[src/rtl/half_adder.sv]
// Bank of independent half-adder lanes (sum = a ^ b, carry = a & b), optionally registered.
// Latency 1 clk when REG_OUT=1, 0 when REG_OUT=0; no backpressure, one op per clk.
module half_adder #(
  parameter int WIDTH   = 1,
  parameter int REG_OUT = 1
) (
  input  logic             clk,
  input  logic             rst,
  input  logic [WIDTH-1:0] a,
  input  logic [WIDTH-1:0] b,
  input  logic             in_valid,
  output logic [WIDTH-1:0] sum,
  output logic [WIDTH-1:0] carry,
  output logic             out_valid
);

  logic [WIDTH-1:0] w_sum;
  logic [WIDTH-1:0] w_carry;
  logic             r_out_valid;

  // Lanes are fully independent: no carry ripples between bit positions.
  assign w_sum   = a ^ b;
  assign w_carry = a & b;

  always_ff @(posedge clk) begin
    if (rst) begin
      r_out_valid <= 1'b0;
    end else begin
      r_out_valid <= in_valid;
    end
  end

  assign out_valid = r_out_valid;

  generate
    if (REG_OUT != 0) begin : g_reg
      logic [WIDTH-1:0] r_sum;
      logic [WIDTH-1:0] r_carry;

      // Results hold while in_valid is low so the last answer stays readable.
      always_ff @(posedge clk) begin
        if (rst) begin
          r_sum   <= '0;
          r_carry <= '0;
        end else if (in_valid) begin
          r_sum   <= w_sum;
          r_carry <= w_carry;
        end
      end

      assign sum   = r_sum;
      assign carry = r_carry;
    end else begin : g_comb
      assign sum   = w_sum;
      assign carry = w_carry;
    end
  endgenerate

endmodule

[config.mk]
export PLATFORM = sky130hd
export DESIGN_NAME = half_adder
export DESIGN_NICKNAME = d
export VERILOG_FILES = /design/src/rtl/half_adder.sv
export SDC_FILE = /design/constraint.sdc
export NUM_CORES = 1
export LEC_CHECK = 0
export ABC_AREA = 1
export CORE_AREA = 2 2 39 41
export DETAILED_ROUTE_END_ITERATION = 8
export DIE_AREA = 0 0 41 43
export DONT_BUFFER_PORTS = 1
export MAX_ROUTING_LAYER = met4
export PLACE_DENSITY = 0.3
export SETUP_SLACK_MARGIN = 0.02
export SYNTH_ARGS = -nofsm -noshare
export SYNTH_HDL_FRONTEND = slang
export SYNTH_SLANG_ARGS = --single-unit
[constraint.sdc]
create_clock -name clk -period 0.9 [get_ports clk]
set_input_delay 0.18 -clock clk [delete_from_list [all_inputs] [get_ports clk]]
set_output_delay 0.18 -clock clk [all_outputs]
set_load 0.005 [all_outputs]
==> reports/results.ini, run 1 <==
[clock_tree]
postCtsSetupBuffers=0
tritoncts=done
h-tree-depth=1
clk_transition_reported_paths_ns=0.03
clk_latency_ns=0.23
root_buffer=clkbuf_4
clockBufferDepth=2
clkSinkCount=3
hold_buffers=0
cts_resized=0
cts_buffers=3

[critical_path]
startpoint_type=flip-flop
crit-reg2reg-launch=carry
cp_max_fo=2
r2r-end=carry
critPathKind=flip-flop to primary output
arrival_ns=0.58
r2r_setup_slack_ns=0.33
worstRegToRegCells=2
required_ns=0.72
critPathCaptureType=primary output

[pwr]
netSwitchingFraction_pct=20.9
finalPower_mw=0.402
switching_power_mw=0.0839
ir_drop_mv=0.678
p_leak_nw=0.0879
p_comb_share_pct=4.9
p_int_mw=0.318
pwr-share-seq_pct=37.0
clkPwrFrac_pct=58.0
power.density_nw_per_um2=2400

[floorplan]
die_w_um=41
pin_count=8
die_area_um2=1760
die_h_um=43
coreArea_um2=1380
initial_core_util_pct=8.77
fp-row-count=14

[hold_path]
min-delay-start=rst
holdPathEnd=out_valid
hold_path_depth=1
hold_class=input port to flip-flop

[timing]
worst_slack_ns=0.144
worst_pin_slew_ns=0.107
slew_viol_final=0
setup_viol=0
min_period_ns=0.756
hold_slack_ns=0.0161
tns_ns=0
relSlewSlack_pct=92.9
post-route-period-util_pct=84.0
fmax_mhz=1320
finClkSkew_ns=0
rsz0062_at_grt=no
finalHoldViolCount=0

[finish]
multi_input_area_um2=46.3
diodes=0
nets=28
fillerInstances=165
drive_gt1_share_pct=14.3
ff_latch_area_um2=60.1
syn2layout_area_growth_pct=38.1

[global_route]
gr-usage-all-layers_pct=3.49
grt_start_max_net_pins=6
grt_pass1_vias=103
antenna_found_initial=0
grt_pass1_wl_um=351
gr-total-overflow=0

[detailed_routing]
wirelength_um=236
drtPass1Iterations=1
drtIter0Drc=0
wire_per_inst_um=6.38
drc=0
ant_nets=0
vias_per_cell=2.81
num_vias=104

[outcome]
outcome=finished, final reports clean

[place]
dp_hpwl_um=181
place_congestion=0.480
pre_cts_slack_ns=0.163
io_buffers=0

[yosys]
ys_ff_latch=3
ys_warn_count=0
postSynthCellCount=17
ys_seq_area_share_pct=49.5
synth_cell_types=5
syn_area_um2=121
syn_nets=23
avgSynthCellArea_um2=7.14

[job]
maxCapViolCount=0

[per-stage QoR]
step / cells / cell area [um2] / util, %
global placement: 33 / 141 / 10.2
CTS: 37 / 168 / 12.1
floorplan: 17 / 121 / -
global route: 37 / 168 / 12.1
detailed placement: 33 / 141 / 10.2
finish: 37 / 168 / 12.1
[state kept, by name, summed over array words and instances (netlist names)]
name / flops
carry: 1
out_valid: 1
sum: 1
[cell usage in the layout (no fill, tap or decap)]
master and instances:
clkbuf_4 3, clkbuf_1 1, inv_1 4, dfxtp_1 3
nor2_1 5, ha_1 1, nand2_1 4
[synth_stat cells]
| library cell | instances | area [um2] |
|---|---|---|
| nor2_1 | 5 | 18.8 |
| inv_1 | 4 | 15.0 |
| nand2_1 | 4 | 15.0 |
| dfxtp_1 | 3 | 60.1 |
| ha_1 | 1 | 12.5 |
[layer usage]
layer / part of all wire, % / vias to the layer above / GRT usage [%]
met4: 0 / 0 / 0
met1: 42 / 42 / 2.87
met3: 17 / 0 / 6.28
met5: 0 / - / -
li1: - / 56 / -
met2: 41 / 6 / 4.06
[cell type report]
| type | count | share of cell area [%] |
|---|---|---|
| clock buffer | 4 | 15.7 |
| inverter | 4 | 8.96 |
| multi-input combinational | 10 | 27.6 |
| sequential | 3 | 35.8 |
| tap | 16 | 11.9 |
[worst max-delay path by stage]
| stage | to | start | slack [ns] | cells past startpoint |
|---|---|---|---|---|
| 6_report | sum | sum | 0.14 | 0 |
| 5_1_grt | carry | carry | 0.10 | 0 |
| 4_1_cts | carry | carry | 0.13 | 0 |
| 3_5_place_dp | sum | a | 0.16 | 5 |
| 3_3_place_gp | sum | a | 0.16 | 5 |
| 2_1_floorplan | sum | a | 0.19 | 5 |
[power groups by stage]
stage	sequential [mW]	combinational [mW]	clock, mW
2_1_floorplan	0.149	0.0177	0
3_3_place_gp	0.151	0.0203	0
3_5_place_dp	0.151	0.0202	0
4_1_cts	0.149	0.0205	0.248
5_1_grt	0.150	0.0241	0.271
6_report	0.149	0.0199	0.233
[kinds of logic (layout without fill, tap and decap cells)]
family	count (synthesis)	after routing	share of synthesized area (%)
flops	3	3	49.5
fa+ha+maj	1	1	10.3
simple gates	9	9	27.8
buf+inv	4	8	12.4
No activity file was read; power rests on OpenSTA's default activity.
==> inputs of run 2 (changes only) <==
==> constraint.sdc (replaced) <==
create_clock -name clk -period 0.8 [get_ports clk]
set_input_delay 0.16 -clock clk [delete_from_list [all_inputs] [get_ports clk]]
set_output_delay 0.16 -clock clk [all_outputs]
set_load 0.005 [all_outputs]
==> run 2 against run 1 <==
  * Clock-buffer cell count did not move
  * First-iteration DRC count did not move
  * Sequential power grew 12%
  * Register-to-register slack got worse by 0.10 ns
  * Worst setup slack got worse by 0.079 ns
  * Cell count grew 2.7%
  * Utilization grew 0.72 points
  * Non-clock buffer count increased by 1
  * Power increased by 14%
  * Final area increased by 6.0%
==> reports/results.ini, run 2 (same netlist as run 1, synthesis figures left out) <==
[timing]
tns_ns=0  ; unchanged
worst_pin_slew_ns=0.105  ; was 0.107 ns
fmax_mhz=1360
post-route-period-util_pct=91.9
hold_slack_ns=0.0350  ; was 0.0161 ns
min_period_ns=0.735
relSlewSlack_pct=93.0  ; was 92.9%
rsz0062_at_grt=no  ; unchanged
setup_viol=0  ; unchanged
finClkSkew_ns=0  ; unchanged
finalHoldViolCount=0  ; unchanged
slew_viol_final=0  ; unchanged

[critical_path]
cp_max_fo=2  ; unchanged
required_ns=0.64  ; was 0.72 ns
crit_start=carry  ; was sum
startpoint_type=flip-flop  ; unchanged
timing.critical_path.to=carry  ; was sum
r2r-end=carry  ; unchanged
critPathKind=flip-flop to primary output  ; unchanged
crit-reg2reg-launch=carry  ; unchanged
critPathCaptureType=primary output  ; unchanged
arrival_ns=0.57  ; was 0.58 ns
worstRegToRegCells=2  ; unchanged
crit_cells=0  ; unchanged
r2r_setup_slack_ns=0.23  ; was 0.33 ns

[finish]
diodes=0  ; unchanged
syn2layout_area_growth_pct=46.4  ; was 38.1%
fillerInstances=164  ; was 165
stdcell_area_um2=178  ; was 168 um2
final_common_cell=nor2_1  ; unchanged
nets=29  ; was 28
final_cell_mix=nor2_1 (5), inv_1 (4), nand2_1 (4)  ; unchanged
drive_gt1_share_pct=13.6  ; was 14.3%

[clock_tree]
cts_buffers=3  ; unchanged
hold_buffers=1  ; was 0
root_buffer=clkbuf_4  ; unchanged
clk_latency_ns=0.23  ; about the same
h-tree-depth=1  ; unchanged
cts_resized=0  ; unchanged
clockBufferDepth=2  ; unchanged
clk_transition_reported_paths_ns=0.04  ; was 0.03 ns
tritoncts=done  ; unchanged
postCtsSetupBuffers=0  ; unchanged
clkSinkCount=3  ; unchanged

[floorplan]
coreArea_um2=1380  ; unchanged
pin_count=8  ; unchanged
die_h_um=43  ; unchanged
die_area_um2=1760  ; unchanged
die_w_um=41  ; unchanged
fp-row-count=14  ; unchanged
initial_core_util_pct=8.77  ; unchanged

[detailed_routing]
wire_per_inst_um=6.39  ; was 6.38 um
vias_per_cell=2.87  ; was 2.81
drc=0  ; unchanged
num_vias=109  ; was 104
wirelength_um=243  ; was 236 um
drtIter0Drc=0  ; unchanged
drtPass1Iterations=1  ; unchanged
ant_nets=0  ; unchanged

[place]
dpl_cell_area_um2=141  ; unchanged
place_congestion=0.480  ; unchanged
io_buffers=0  ; unchanged
dp_hpwl_um=181  ; unchanged

[global_route]
grt_pass1_vias=110  ; was 103
gr-total-overflow=0  ; unchanged
grt_start_max_net_pins=6  ; unchanged
antenna_found_initial=0  ; unchanged
gr-usage-all-layers_pct=3.59  ; was 3.49%
grt_pass1_wl_um=365  ; was 351 um

[hold_path]
hold_class=input port to flip-flop  ; unchanged
min-delay-start=in_valid  ; was rst

[pwr]
p_leak_nw=0.0921  ; was 0.0879 nW
ir_drop_mv=0.773  ; was 0.678 mV
power.density_nw_per_um2=2570  ; was 2400 nW/um2

[outcome]
outcome=finished, final reports clean  ; unchanged

[job]
maxCapViolCount=0  ; unchanged

## run 2: cell count changes in the layout (fill, tap and decap cells not counted), sizes merged
cell	before	now
dlygate4sd3	0	1
## run 2: worst min-delay path by stage
stage	endpoint	slack, ns	cells past startpoint
after detailed placement	out_valid	0.23	1
after CTS	out_valid	0.03	2
after global placement	out_valid	0.23	1
after global routing	out_valid	0.05	2
final	out_valid	0.04	2
after floorplan	out_valid	0.23	1
## run 2: layer usage
layer  wire, um  global-route usage [%]  vias to the layer above
met3         39                    6.28                        0
met1        101                    2.87                       45
met2        102                    4.38                        6
met4          0                       0                        0
li1           -                       -                       58
met5          0                       -                        -
## run 2: power breakdown
part	internal [mW]	switching, mW
Sequential	0.161	0.00670
Combinational	0.0136	0.0128
Clock	0.187	0.0759
## run 2: area by class of cell
cell class | count | area, um2 | area share (%)
well taps | 16 | 20.0 | 11.3
repair buffers | 1 | 10.0 | 5.63
inverters | 4 | 15.0 | 8.45
multi-input cells | 10 | 46.3 | 26.1
clock buffers | 4 | 26.3 | 14.8
flip-flops and latches | 3 | 60.1 | 33.8
## run 2: through the flow
step / total power [mW] / setup slack (ns) / instances / utilization (%)
after global routing: 0.504 / 0.0234 / 38 / 12.8
after global placement: 0.193 / 0.0800 / 33 / 10.2
after CTS: 0.473 / 0.0491 / 38 / 12.8
final: 0.456 / 0.0651 / 38 / 12.8
after floorplan: 0.188 / 0.107 / 17 / -
after detailed placement: 0.192 / 0.0834 / 33 / 10.2
==> inputs of run 3 (changes only) <==
--- a/config.mk
+++ b/config.mk
@@ -6,12 +6,13 @@
 export NUM_CORES = 1
 export LEC_CHECK = 0
 export ABC_AREA = 1
-export CORE_AREA = 2 2 39 41
+export CORE_AREA = 3 3 40 42
 export DETAILED_ROUTE_END_ITERATION = 8
-export DIE_AREA = 0 0 41 43
+export DIE_AREA = 0 0 43 45
 export DONT_BUFFER_PORTS = 1
 export MAX_ROUTING_LAYER = met4
 export PLACE_DENSITY = 0.3
+export REMOVE_ABC_BUFFERS = 1
 export SETUP_SLACK_MARGIN = 0.02
 export SYNTH_ARGS = -nofsm -noshare
 export SYNTH_HDL_FRONTEND = slang
==> run 3 against run 2 <==
  * Via count grew 9.2%
  * Combinational power is essentially flat
  * Die area grew 9.8%
  * Clock skew is the same
  * Utilization grew 1.1 points
  * Worst setup slack gained 0.010 ns
  * Power grew 1.5%
  * Fmax grew 1.4%
  * Critical path depth is the same
  * Sequential power is essentially flat
  * Cell count shrank 2.6%
  * Hold slack lost 0.0031 ns
==> reports/results.ini, run 3 (same netlist as run 1, synthesis figures left out) <==
[finish]
diodes=0  ; unchanged
final_cell_mix=nor2_1 (5), inv_1 (4), nand2_1 (4)  ; unchanged
drive_gt1_share_pct=22.7  ; was 13.6%
fillerInstances=154  ; was 164
layout.cells.non_filler=37  ; was 38
final_common_cell=nor2_1  ; unchanged
nets=29  ; unchanged
syn2layout_area_growth_pct=47.4  ; was 46.4%

[floorplan]
coreArea_um2=1280  ; was 1380 um2
fp-row-count=13  ; was 14
die_area_um2=1940  ; was 1760 um2
die_h_um=45  ; was 43 um
die_w_um=43  ; was 41 um
initial_core_util_pct=9.44  ; was 8.77%
pin_count=8  ; unchanged

[timing]
finalHoldViolCount=0  ; unchanged
slew_viol_final=0  ; unchanged
post-route-period-util_pct=90.6  ; was 91.9%
setup_viol=0  ; unchanged
min_period_ns=0.725  ; was 0.735 ns
relSlewSlack_pct=94.9  ; was 93.0%
rsz0062_at_grt=no  ; unchanged
finClkSkew_ns=0  ; unchanged
tns_ns=0  ; unchanged
fmax_mhz=1380  ; was 1360 MHz
worst_pin_slew_ns=0.0769  ; was 0.105 ns

[clock_tree]
clockBufferDepth=2  ; unchanged
h-tree-depth=1  ; unchanged
postCtsSetupBuffers=0  ; unchanged
root_buffer=clkbuf_4  ; unchanged
clkSinkCount=3  ; unchanged
clk_latency_ns=0.23  ; about the same
cts_buffers=3  ; unchanged
clk_transition_reported_paths_ns=0.04  ; about the same
tritoncts=done  ; unchanged

[global_route]
grt_start_max_net_pins=6  ; unchanged
gr-usage-all-layers_pct=4.54  ; was 3.59%
antenna_found_initial=0  ; unchanged
grt_pass1_vias=127  ; was 110
gr-total-overflow=0  ; unchanged
grt_pass1_wl_um=483  ; was 365 um

[pwr]
ir_drop_mv=0.242  ; was 0.773 mV
p_leak_nw=0.0927  ; was 0.0921 nW
power.density_nw_per_um2=2590  ; was 2570 nW/um2

[detailed_routing]
drc=0  ; unchanged
drtPass1Iterations=1  ; unchanged
drtIter0Drc=0  ; unchanged
wirelength_um=273  ; was 243 um
num_vias=119  ; was 109
ant_nets=0  ; unchanged
wire_per_inst_um=7.38  ; was 6.39 um
vias_per_cell=3.22  ; was 2.87

[critical_path]
startpoint_type=flip-flop  ; unchanged
arrival_ns=0.56  ; was 0.57 ns
cp_max_fo=2  ; unchanged
required_ns=0.64  ; about the same
critPathCaptureType=primary output  ; unchanged
critPathKind=flip-flop to primary output  ; unchanged

[place]
io_buffers=0  ; unchanged
placedCellCount=32  ; was 33
place_congestion=0.594  ; was 0.480

[hold_path]
hold_class=input port to flip-flop  ; unchanged

[outcome]
outcome=finished, final reports clean  ; unchanged

[job]
maxCapViolCount=0  ; unchanged

==> run 3: cell counts in the layout (fill, tap and decap cells not counted) <==
Identical to the previous run, type by type.
==> run 3: layout make-up <==
class	count	area, um2	area share, %
multi-input combinational	10	46.3	25.9
sequential	3	62.6	35.0
clock buffer	4	26.3	14.7
timing repair buffer	1	10.0	5.59
tap	15	18.8	10.5
inverter	4	15.0	8.39
==> run 3: repair_timing <==
action / in CTS / in global routing
resized for setup: 0 / 2
endpoints found under the hold margin: 1 / 0
hold buffers: 1 / 0
setup endpoints to repair: 0 / 2
==> run 3: report_power, final <==
part	switching (mW)	total, mW	internal [mW]	leakage [nW]
Sequential	0.00666	0.169	0.162	0.0255
Clock	0.0810	0.268	0.187	0.0150
Combinational	0.0127	0.0263	0.0136	0.0522
Total	0.100	0.463	0.363	0.0927
==> run 3: stage by stage <==
stage,hold WS (ns),total power [mW],setup WS (ns),util (%),instance area (um2)
2_1_floorplan,0.231,0.188,0.107,-,121
3_3_place_gp,0.234,0.192,0.0792,10.9,140
3_5_place_dp,0.234,0.193,0.0814,10.9,140
4_1_cts,0.0255,0.476,0.0454,13.7,176
5_1_grt,0.0167,0.519,0.0397,13.9,179
6_report,0.0319,0.463,0.0754,13.9,179
==> run 3: final timing paths <==
| path | start | endpoint | slack [ns] | cells after the start |
|---|---|---|---|---|
| hold reg to reg | sum | sum | 0.48 | 2 |
| hold / removal | in_valid | out_valid | 0.03 | 2 |
| setup reg to reg | carry | carry | 0.24 | 2 |
| setup / recovery | sum | sum | 0.08 | 0 |
==> run 3: routing by layer <==
| layer | global-route usage (%) | vias up | part of all wire [%] |
|---|---|---|---|
| met5 | - | - | 0 |
| met4 | 7.23 | 0 | 3.7 |
| met3 | 5.58 | 2 | 12 |
| met2 | 6.59 | 7 | 63 |
| met1 | 1.20 | 52 | 21 |
| li1 | - | 58 | - |
